### config.mk
export PLATFORM = sky130hd
export DESIGN_NAME = param_fifo_arb
export DESIGN_NICKNAME = d
export VERILOG_FILES = /design/src/rtl/param_arb_pkg.sv /design/src/rtl/param_arb_wdog.sv /design/src/rtl/param_fifo_arb.sv
export SDC_FILE = /design/constraint.sdc
export NUM_CORES = 1
export LEC_CHECK = 0
export BUFFER_PORTS_ARGS = -buffer_cell sky130_fd_sc_hd__buf_2
export CELL_PAD_IN_SITES_DETAIL_PLACEMENT = 0
export CELL_PAD_IN_SITES_GLOBAL_PLACEMENT = 1
export CORE_MARGIN = 10
export CORE_UTILIZATION = 38
export DETAILED_ROUTE_END_ITERATION = 10
export GPL_ROUTABILITY_DRIVEN = 0
export PLACE_DENSITY = 0.82
export SLEW_MARGIN = 25
export SYNTH_ARGS = -nofsm -noshare
export SYNTH_HDL_FRONTEND = slang
export SYNTH_SLANG_ARGS = --single-unit
export TNS_END_PERCENT = 5
### constraint.sdc
create_clock -name CLK -period 1.6 [get_ports CLK]
set_input_delay 0.32 -clock CLK [delete_from_list [all_inputs] [get_ports CLK]]
set_output_delay 0.32 -clock CLK [all_outputs]
set_load 0.02 [all_outputs]
### src/rtl/param_arb_pkg.sv
// Shared types and defaults for the parameter-FIFO arbiter between the
// auto-load and JTAG readback requesters.
package param_arb_pkg;

  localparam int unsigned LEN_W  = 6;
  localparam int unsigned WDOG_W = 8;

  localparam logic [LEN_W-1:0]  MAX_LEN_DEF = 6'd36;
  localparam logic [WDOG_W-1:0] TIMEOUT_DEF = 8'd255;

  typedef enum logic [1:0] {
    ST_IDLE    = 2'd0,
    ST_GRANT_A = 2'd1,
    ST_GRANT_B = 2'd2,
    ST_RELEASE = 2'd3
  } arb_state_e;

  typedef struct packed {
    logic             req;
    logic [LEN_W-1:0] len;
    logic             rd;
  } req_s;

  // A request is only worth granting with a non-empty, in-range burst.
  function automatic logic req_eligible(input req_s r, input logic [LEN_W-1:0] max_len);
    return r.req && (r.len != '0) && (r.len <= max_len);
  endfunction

endpackage

### src/rtl/param_arb_wdog.sv
// Clearable idle-cycle watchdog; flags the cycle whose count would reach TERM.
module param_arb_wdog
  import param_arb_pkg::*;
#(
  parameter logic [WDOG_W-1:0] TERM = TIMEOUT_DEF
) (
  input  logic clk_i,
  input  logic rst_ni,
  input  logic clr_i,
  input  logic en_i,
  output logic tc_c_o
);

  logic [WDOG_W-1:0] cnt_q;

  always_ff @(posedge clk_i or negedge rst_ni) begin
    if (!rst_ni) begin
      cnt_q <= '0;
    end else if (clr_i) begin
      cnt_q <= '0;
    end else if (en_i) begin
      cnt_q <= cnt_q + WDOG_W'(1);
    end
  end

  assign tc_c_o = en_i & ~clr_i & (cnt_q == (TERM - WDOG_W'(1)));

endmodule

### src/rtl/param_fifo_arb.sv
// Arbitrates parameter-FIFO bursts between auto-load (A) and JTAG readback (B)
// with alternating priority, per-grant word counting and an idle watchdog.
module param_fifo_arb
  import param_arb_pkg::*;
#(
  parameter logic [LEN_W-1:0]  MAX_LEN = MAX_LEN_DEF,
  parameter logic [WDOG_W-1:0] TIMEOUT = TIMEOUT_DEF
) (
  input  logic             CLK,
  input  logic             RST_N,
  input  logic             A_REQ,
  input  logic [LEN_W-1:0] A_LEN,
  input  logic             A_RD,
  output logic             A_GNT,
  output logic             A_DONE,
  input  logic             B_REQ,
  input  logic [LEN_W-1:0] B_LEN,
  input  logic             B_RD,
  output logic             B_GNT,
  output logic             B_DONE,
  input  logic             FIFO_EMPTY,
  output logic             FIFO_RD,
  output logic             ABORT,
  output logic             UNDERRUN,
  output logic [1:0]       ARB_STATE,
  output logic [LEN_W-1:0] WCNT
);

  arb_state_e       state_q, state_d;
  logic [LEN_W-1:0] len_q, len_d;
  logic [LEN_W-1:0] wcnt_q, wcnt_d;
  logic             last_a_q, last_a_d;
  logic             gnt_a_q, gnt_b_q;
  logic             done_a_q, done_a_d;
  logic             done_b_q, done_b_d;
  logic             abort_q, abort_d;
  logic             underrun_q;

  req_s req_a, req_b;
  logic elig_a_c, elig_b_c;
  logic strobe_c, rd_c, in_grant_c, cur_req_c, final_c, wdog_tc_c;

  assign req_a = '{req: A_REQ, len: A_LEN, rd: A_RD};
  assign req_b = '{req: B_REQ, len: B_LEN, rd: B_RD};

  assign elig_a_c   = req_eligible(req_a, MAX_LEN);
  assign elig_b_c   = req_eligible(req_b, MAX_LEN);
  assign strobe_c   = (gnt_a_q & req_a.rd) | (gnt_b_q & req_b.rd);
  assign rd_c       = strobe_c & ~FIFO_EMPTY;
  assign in_grant_c = (state_q == ST_GRANT_A) || (state_q == ST_GRANT_B);
  assign cur_req_c  = (state_q == ST_GRANT_A) ? req_a.req : req_b.req;
  assign final_c    = rd_c && ((wcnt_q + LEN_W'(1)) == len_q);

  // Any read, or being outside a grant, keeps the watchdog at zero.
  param_arb_wdog #(
    .TERM (TIMEOUT)
  ) u_wdog (
    .clk_i  (CLK),
    .rst_ni (RST_N),
    .clr_i  (rd_c | ~in_grant_c),
    .en_i   (in_grant_c),
    .tc_c_o (wdog_tc_c)
  );

  always_comb begin
    state_d  = arb_state_e'(2'bxx);
    len_d    = len_q;
    wcnt_d   = wcnt_q;
    last_a_d = last_a_q;
    done_a_d = 1'b0;
    done_b_d = 1'b0;
    abort_d  = 1'b0;
    case (state_q)
      ST_IDLE: begin
        if (elig_a_c && !(last_a_q && elig_b_c)) begin
          state_d  = ST_GRANT_A;
          len_d    = req_a.len;
          wcnt_d   = '0;
          last_a_d = 1'b1;
        end else if (elig_b_c) begin
          state_d  = ST_GRANT_B;
          len_d    = req_b.len;
          wcnt_d   = '0;
          last_a_d = 1'b0;
        end else begin
          state_d = ST_IDLE;
        end
      end
      ST_GRANT_A, ST_GRANT_B: begin
        state_d = state_q;
        if (rd_c) begin
          wcnt_d = wcnt_q + LEN_W'(1);
        end
        // Final read outranks a dropped request and the watchdog.
        if (final_c) begin
          state_d  = ST_RELEASE;
          done_a_d = (state_q == ST_GRANT_A);
          done_b_d = (state_q == ST_GRANT_B);
        end else if (!cur_req_c) begin
          state_d = ST_RELEASE;
        end else if (wdog_tc_c) begin
          state_d = ST_RELEASE;
          abort_d = 1'b1;
        end
      end
      ST_RELEASE: begin
        state_d = ST_IDLE;
      end
    endcase
  end

  always_ff @(posedge CLK or negedge RST_N) begin
    if (!RST_N) begin
      state_q    <= ST_IDLE;
      len_q      <= '0;
      wcnt_q     <= '0;
      last_a_q   <= 1'b0;
      gnt_a_q    <= 1'b0;
      gnt_b_q    <= 1'b0;
      done_a_q   <= 1'b0;
      done_b_q   <= 1'b0;
      abort_q    <= 1'b0;
      underrun_q <= 1'b0;
    end else begin
      state_q    <= state_d;
      len_q      <= len_d;
      wcnt_q     <= wcnt_d;
      last_a_q   <= last_a_d;
      gnt_a_q    <= (state_d == ST_GRANT_A);
      gnt_b_q    <= (state_d == ST_GRANT_B);
      done_a_q   <= done_a_d;
      done_b_q   <= done_b_d;
      abort_q    <= abort_d;
      underrun_q <= strobe_c & FIFO_EMPTY;
    end
  end

  assign FIFO_RD   = rd_c;
  assign A_GNT     = gnt_a_q;
  assign B_GNT     = gnt_b_q;
  assign A_DONE    = done_a_q;
  assign B_DONE    = done_b_q;
  assign ABORT     = abort_q;
  assign UNDERRUN  = underrun_q;
  assign ARB_STATE = state_q;
  assign WCNT      = wcnt_q;

endmodule

==> impl_metrics.ini, run 1 <==
[run_status]
violations = setup timing
status = finished, violations left

[cells_and_area]
diodes = 0
drive_above_1_share = 0.4583
multi_input_area_um2 = 1161
fill_cells = 417
nets = 313
regArea_um2 = 729.5
syn_to_final_growth_pct = 48.89

[sta]
timing.final.crit_share = 1.088
drv_slew = 0
hold_violations = 0
setup_violations = 10
finalCriticalPeriod_ps = 1740
clock_skew_ps = 6.603
rsz0062_at_grt = yes
setup_tns_ps = -840.3
layout_setup_ws_ps = -140.4
relSlewSlack = 0.7506
holdWs_ps = 42.27
fmax_mhz = 574.6
tightest_slew_ps = 374.1

[worst_setup_path]
critical_path.endpoint_type = output pin
r2r_cells = 7
reg2reg_slack_ps = -130
cp.arrival_ps = 1420
setup.worst_path.start = A_GNT
worstSetupPathType = reg -> out
cp-start-kind = register
cp.required_ps = 1280
crit_fanout = 3
crit_end = FIFO_RD
r2r_end = WCNT[4]
r2r-start = A_GNT

[power]
powerDensity_nw_per_um2 = 1327
total_power_uw = 3661
p_leak_uw = 0.001264
irDropWorstVdd_mv = 0.4776

[run]
cap_violations = 0

[global_routing]
antenna_found_initial = 0
track_usage = 0.1245
grt_pass1_vias = 1861
overflow = 0
grt_pass1_wl_mm = 8.521
grt_max_degree = 30

[clock_network]
cts_hold_repair.buffers = 0
numClockSinks = 29
htreeDepth = 2
cts_tree = done
clkLatencyLatePin_ps = 280
clockRootBuffer = clkbuf_8
clock_path_buffers = 2
clkTransAtPathRegs_ps = 70
numCtsBuffers = 5

[yosys]
seq_area_frac_synth = 0.3916
syn_area_per_cell_um2 = 9.359
synth_edf_count = 0
netlist_area_um2 = 1853
synth-seq-cells = 29
ys_types = 55
async_flop_share = 1.000
synth-warning-count = 0
syn_nets = 224
syn_inst = 198
synth_ff_type = dfrtp_1

[placement]
port_buffers = 33
hpwl_mm = 3.939
post-place-ws_ps = -404.9

[route]
antenna_left = 0
drc = 0
avgRoutedWirePerCell_um = 14.42
vias_per_cell = 5.189
routed_wl_mm = 5.120
num_vias = 1842
drt_iter0_drc = 105
dr.pass1.iters = 4

[floorplanning]
die_y_um = 89.83
die_x_um = 89.83
die-area_um2 = 8069
num_io_pins = 34
rows = 25
coreArea_um2 = 4723
start_util = 0.3923

[worst_hold_path]
hold_path.class = in -> async
[critical path: stages (launching register included)]
cell and delay, ps:
dfrtp_2 410, a22oi_2 200, or2_4 190, clkinvlp_4 100, buf_6 120, buf_6 120
[cells in the mapped netlist, types with 2 or more instances]
cell	n	area share
xnor2_1	6	0.028
a21oi_1	9	0.024
nor4b_1	2	0.0095
nor4_1	4	0.014
inv_1	8	0.016
and4_1	2	0.0095
o21ai_0	14	0.038
o31ai_1	3	0.012
nor2_1	14	0.028
and2_1	3	0.010
a31oi_1	7	0.024
dfrtp_1	29	0.39
o211a_1	3	0.016
nand4_1	2	0.0068
or2_2	2	0.0068
and3_1	3	0.010
clkbuf_1	5	0.010
or3_1	2	0.0068
ha_1	7	0.047
a221o_1	3	0.016
nor2b_1	2	0.0068
o41ai_1	2	0.0095
nand3_1	14	0.038
xor2_1	7	0.033
nor3_1	5	0.014
nand2_1	6	0.012
nand2b_1	6	0.020
[cell families after synthesis]
| family | share of synthesized area |
|---|---|
| flops | 0.3916 |
| buf+inv | 0.03376 |
| mux | 0.01148 |
| xor+xnor | 0.06145 |
| compound gates | 0.2343 |
| fa+ha+maj | 0.04726 |
| simple gates | 0.2201 |
[power by group]
group,total (uW),internal [uW],switching (uW)
Combinational,1820,844,971
Clock,795,506,289
Sequential,1050,903,148
[sequential cells by signal, summed over array words and instances, names as in the netlist]
name and flops:
B_GNT 1, B_DONE 1, last_a_q 1, A_GNT 1
UNDERRUN 1, WCNT 6, len_q 6, u_wdog.cnt_q 8
A_DONE 1, ABORT 1, ARB_STATE 2
[worst min-delay path by stage]
| stage | end | slack (ps) | cells past startpoint |
|---|---|---|---|
| 4_1_cts | u_wdog.cnt_q[5] | 50 | 2 |
| 3_5_place_dp | u_wdog.cnt_q[5] | 350 | 2 |
| 3_3_place_gp | u_wdog.cnt_q[5] | 350 | 2 |
| 6_report | u_wdog.cnt_q[4] | 40 | 2 |
| 2_1_floorplan | ABORT | 20 | 0 |
| 5_1_grt | u_wdog.cnt_q[0] | 70 | 2 |
[per-stage QoR]
stage	std cells	utilization	cell area (um2)
6_report	355	0.5841	2759
5_1_grt	355	0.5841	2759
4_1_cts	355	0.5714	2699
3_5_place_dp	344	0.5277	2492
3_3_place_gp	344	0.5277	2492
2_1_floorplan	198	-	1874
[final cells by class]
cell class,instances,area share
Multi-Input combinational cell,153,0.4209
Timing Repair Buffer,90,0.2286
Clock buffer,6,0.02993
Inverter,8,0.01224
Tap cell,67,0.03039
Clock inverter,2,0.01361
Sequential cell,29,0.2644
[routing by layer]
| metal | wire length [um] | up-vias | GRT usage |
|---|---|---|---|
| met4 | 121 | 0 | 0.05391 |
| met5 | 0 | - | 0 |
| met1 | 2389 | 866 | 0.1509 |
| met3 | 164 | 12 | 0.03242 |
| met2 | 2445 | 50 | 0.2022 |
| li1 | - | 914 | - |
[placed cells by master, fill, tap and decap left out, types with 4 or more instances in the layout]
master / Yosys / routed
buf_4: 0 / 52
xor2_1: 7 / 7
o21ai_1: 1 / 5
o21ai_0: 14 / 8
xnor2_1: 6 / 6
nand3_1: 14 / 12
nand2b_1: 6 / 6
inv_1: 8 / 7
nand2_1: 6 / 6
dfrtp_1: 29 / 26
a21oi_2: 0 / 5
a31oi_1: 7 / 7
buf_2: 1 / 30
a21oi_1: 9 / 4
buf_6: 0 / 8
ha_1: 7 / 5
nor2_1: 14 / 14
clkbuf_8: 0 / 6
nor3_1: 5 / 5
[repair_timing]
action | in CTS | in global routing
buffers inserted | 3 | 0
pin swaps | 6 | 11
setup endpoints to repair | 18 | 20
hold endpoints to repair | 0 | 0
cloned | 0 | 0
resized for setup | 17 | 17
(Power assumes the default switching activity.)
==> inputs of run 2 (changes only) <==
==> constraint.sdc (replaced) <==
create_clock -name CLK -period 1.6 [get_ports CLK]
set_input_delay 0.16 -clock CLK [delete_from_list [all_inputs] [get_ports CLK]]
set_output_delay 0.16 -clock CLK [all_outputs]
set_load 0.02 [all_outputs]
==> impl_metrics.ini, run 2 (synthesized netlist as in run 1, its figures left out) <==
[cells_and_area]
final_cell_area_um2 = 2741
final_common_cell = buf_4
drive_above_1_share = 0.4476
largest_reg_flops = 8
fill_cells = 411
nets = 311
multi_input_area_um2 = 1199
mostFrequentLayoutCells = 50 x buf_4, 32 x buf_2, 23 x dfrtp_1
regArea_um2 = 733.2
largest_register = u_wdog.cnt_q
syn_to_final_growth_pct = 47.94
diodes = 0

[worst_setup_path]
cp.required_ps = 1830
cp-start-kind = register
cp.arrival_ps = 1950
reg2reg_slack_ps = -130
crit_fanout = 3
worstSetupPathType = reg -> reg
critical_path.endpoint_type = register

[sta]
setup_violations = 10
drv_slew = 0
layout_setup_ws_ps = -127.4
rsz0062_at_grt = yes
hold_violations = 0
relSlewSlack = 0.5580
clock_skew_ps = 6.468
finalCriticalPeriod_ps = 1727
fmax_mhz = 578.9
tightest_slew_ps = 663.0
timing.final.crit_share = 1.080

[power]
irDropWorstVdd_mv = 0.5243
p_leak_uw = 0.001256
p_int_uw = 2163
clkPwrFrac = 0.176
comb_power_share = 0.527
swShare = 0.3975
powerDensity_nw_per_um2 = 1310
p_switching_uw = 1427
p_seq_frac = 0.297

[route]
drc = 0
drt_iter0_drc = 79
avgRoutedWirePerCell_um = 14.99
num_vias = 1865
routed_wl_mm = 5.290
antenna_left = 0
vias_per_cell = 5.283
dr.pass1.iters = 4

[global_routing]
track_usage = 0.1336
grt_max_degree = 30
grt_pass1_wl_mm = 9.114
overflow = 0
antenna_found_initial = 0
grt_pass1_vias = 1871

[floorplanning]
num_io_pins = 34
rows = 25
die-area_um2 = 8069
die_y_um = 89.83
die_x_um = 89.83
start_util = 0.3923
coreArea_um2 = 4723

[run_status]
status = finished, violations left
violations = setup timing

[placement]
hpwl_mm = 3.987
port_buffers = 33
post-place-ws_ps = -244.3
post_dp_cell_area_um2 = 2480

[clock_network]
htreeDepth = 2
clockRootBuffer = clkbuf_8
numClockSinks = 29
cts_tree = done
numCtsBuffers = 5
clkLatencyLatePin_ps = 290
clkTransAtPathRegs_ps = 60
clock_path_buffers = 2

[worst_hold_path]
hold_path.class = in -> reg

[run]
cap_violations = 0
## run 2: final timing paths
path                                  from               to  cells past startpoint
max                                WCNT[0]           A_DONE                      7
min                               A_LEN[4]         len_q[4]                      3
max reg2reg                        WCNT[0]           A_DONE                      7
min reg2reg                u_wdog.cnt_q[5]  u_wdog.cnt_q[5]                      2
max in group asynchronous            RST_N          WCNT[1]                      2
min in group asynchronous            RST_N           B_DONE                      2
## run 2: metal layers
layer	vias to the layer above	GRT usage	share of wire
met5	-	0	0
met4	0	0.06469	0.026
met3	11	0.03491	0.055
met2	59	0.2028	0.45
met1	882	0.1710	0.47
li1	913	-	-
## run 2: worst max-delay path, cell delays in order, from the launching register on
cell,delay (ps)
dfrtp_2,450
ha_4,200
xor2_1,180
xnor2_1,140
and4_4,250
o31a_1,170
buf_4,130
and3_1,150
## run 2: final cells by class
cell class | instances | area share
multi-input cells | 153 | 0.4372
flip-flops and latches | 29 | 0.2675
repair buffers | 88 | 0.2195
clock buffers | 8 | 0.03286
well taps | 67 | 0.03058
inverters | 8 | 0.01232
## run 2: per-stage QoR
step,hold slack (ps),utilization,total power [uW],instances,TNS (ps)
CTS,151.5,0.5640,3502,352,-604.0
global placement,234.4,0.5250,2751,342,-2474
detailed placement,238.3,0.5250,2776,342,-2871
finish,164.7,0.5804,3591,353,-614.9
global route,164.1,0.5804,3852,353,-1309
floorplan,-135.6,-,2019,198,-2287
## run 2: power by group through the flow
stage | sequential, uW | clock (uW) | combinational [uW]
finish | 1070 | 632 | 1890
global route | 1090 | 687 | 2070
CTS | 1050 | 654 | 1790
detailed placement | 1060 | 0 | 1720
global placement | 1050 | 0 | 1700
floorplan | 1120 | 0 | 894
## run 2: timing repair
action / 4_1_cts / 5_1_grt
endpoints found under the hold margin: 29 / 0
gates resized for setup: 13 / 19
hold buffers: 1 / 0
setup buffers: 1 / 1
endpoints found under the setup margin: 10 / 13
pin swaps: 5 / 8
==> inputs of run 3 (changes only) <==
==> constraint.sdc (replaced) <==
create_clock -name CLK -period 1.6 [get_ports CLK]
set_input_delay 0.24 -clock CLK [delete_from_list [all_inputs] [get_ports CLK]]
set_output_delay 0.24 -clock CLK [all_outputs]
set_load 0.02 [all_outputs]
==> impl_metrics.ini, run 3 (synthesized netlist as in run 1, its figures left out) <==
[worst_setup_path]
cp.required_ps = 1830
crit_end = B_DONE
cp-start-kind = register
reg2reg_slack_ps = -90
r2r_cells = 6
crit_fanout = 4
worstSetupPathType = reg -> reg
r2r-start = WCNT[0]
r2r_end = B_DONE
critical_path.endpoint_type = register
setup.worst_path.start = WCNT[0]
cp.arrival_ps = 1910

[cells_and_area]
largest_register = u_wdog.cnt_q
fin_cells = 355
nets = 313
diodes = 0
fin_util = 0.6019
largest_reg_flops = 8
final_cell_area_um2 = 2843
final_common_cell = buf_4
drive_above_1_share = 0.4826
syn_to_final_growth_pct = 53.41
mostFrequentLayoutCells = 53 x buf_4, 32 x buf_2, 24 x dfrtp_1

[floorplanning]
die_y_um = 89.83
die_x_um = 89.83
rows = 25
die-area_um2 = 8069
start_util = 0.3923
coreArea_um2 = 4723
num_io_pins = 34

[route]
num_vias = 1876
drt_iter0_drc = 69
vias_per_cell = 5.285
antenna_left = 0
drc = 0
routed_wl_mm = 5.239
avgRoutedWirePerCell_um = 14.76
dr.pass1.iters = 4

[sta]
holdWs_ps = -19.85
timing.final.crit_share = 1.055
clock_skew_ps = 5.310
fmax_mhz = 592.2
tightest_slew_ps = 660.3
finalCriticalPeriod_ps = 1689
drv_slew = 0
relSlewSlack = 0.5598
setup_violations = 8
rsz0062_at_grt = yes
hold_violations = 29
layout_setup_ws_ps = -88.63

[worst_hold_path]
hold_path.class = in -> async

[placement]
hpwl_mm = 3.973
dp.cells = 345
post-place-ws_ps = -318.1
post_dp_cell_area_um2 = 2502
port_buffers = 33

[clock_network]
clockRootBuffer = clkbuf_8
cts_tree = done
cts_hold_repair.buffers = 0
htreeDepth = 2
clock_path_buffers = 2
clkLatencyLatePin_ps = 290
numClockSinks = 29
numCtsBuffers = 5
clkTransAtPathRegs_ps = 70

[run_status]
violations = hold timing, setup timing
status = finished, violations left

[power]
irDropWorstVdd_mv = 0.5054
powerDensity_nw_per_um2 = 1402
p_leak_uw = 0.001306

[global_routing]
grt_pass1_vias = 1854
antenna_found_initial = 0
track_usage = 0.1324
grt_pass1_wl_mm = 8.942
overflow = 0
grt_max_degree = 30

[run]
cap_violations = 0
[run 3: final cells by class]
class / count / area, um2
clock inverter: 3 / 65.06
clock buffer: 5 / 68.82
fill: 406 / 1881
inverter: 8 / 33.78
tap: 67 / 83.83
sequential: 29 / 732.0
multi-input combinational: 153 / 1245
timing repair buffer: 90 / 614.3
[run 3: stage by stage]
step	setup TNS (ps)	power (uW)
after floorplan	-2900	2019
after global placement	-3742	2731
after detailed placement	-4134	2754
after CTS	-750.6	3745
after global routing	-1205	4240
final	-496.5	3984
[run 3: worst max-delay path, stage by stage (launching register included)]
cell and delay [ps]:
dfrtp_1 430, ha_4 270, xor2_1 150, nor2_1 100, and4_4 270, o31a_1 230
and3_1 180
[run 3: worst min path at each step]
stage,from,endpoint,slack [ps]
finish,RST_N,ABORT,-20
global route,RST_N,ABORT,30
CTS,RST_N,ABORT,7
detailed placement,RST_N,B_DONE,320
global placement,RST_N,B_DONE,310
floorplan,RST_N,ABORT,-60
[run 3: power by group]
| part | internal [uW] | switching (uW) |
|---|---|---|
| registers | 906 | 177 |
| clock network | 618 | 302 |
| logic | 948 | 1030 |
[run 3: metal layers]
metal,vias to the layer above,track usage,wire length [um]
met2,37,0.2040,2391
met4,0,0.06199,130
li1,913,-,-
met3,10,0.03741,231
met1,916,0.1660,2486
met5,-,0,0
[run 3: what timing repair did]
action	in CTS	in global routing
endpoints found under the setup margin	10	16
buffers inserted	0	2
pin swaps	5	14
gates resized for setup	17	26
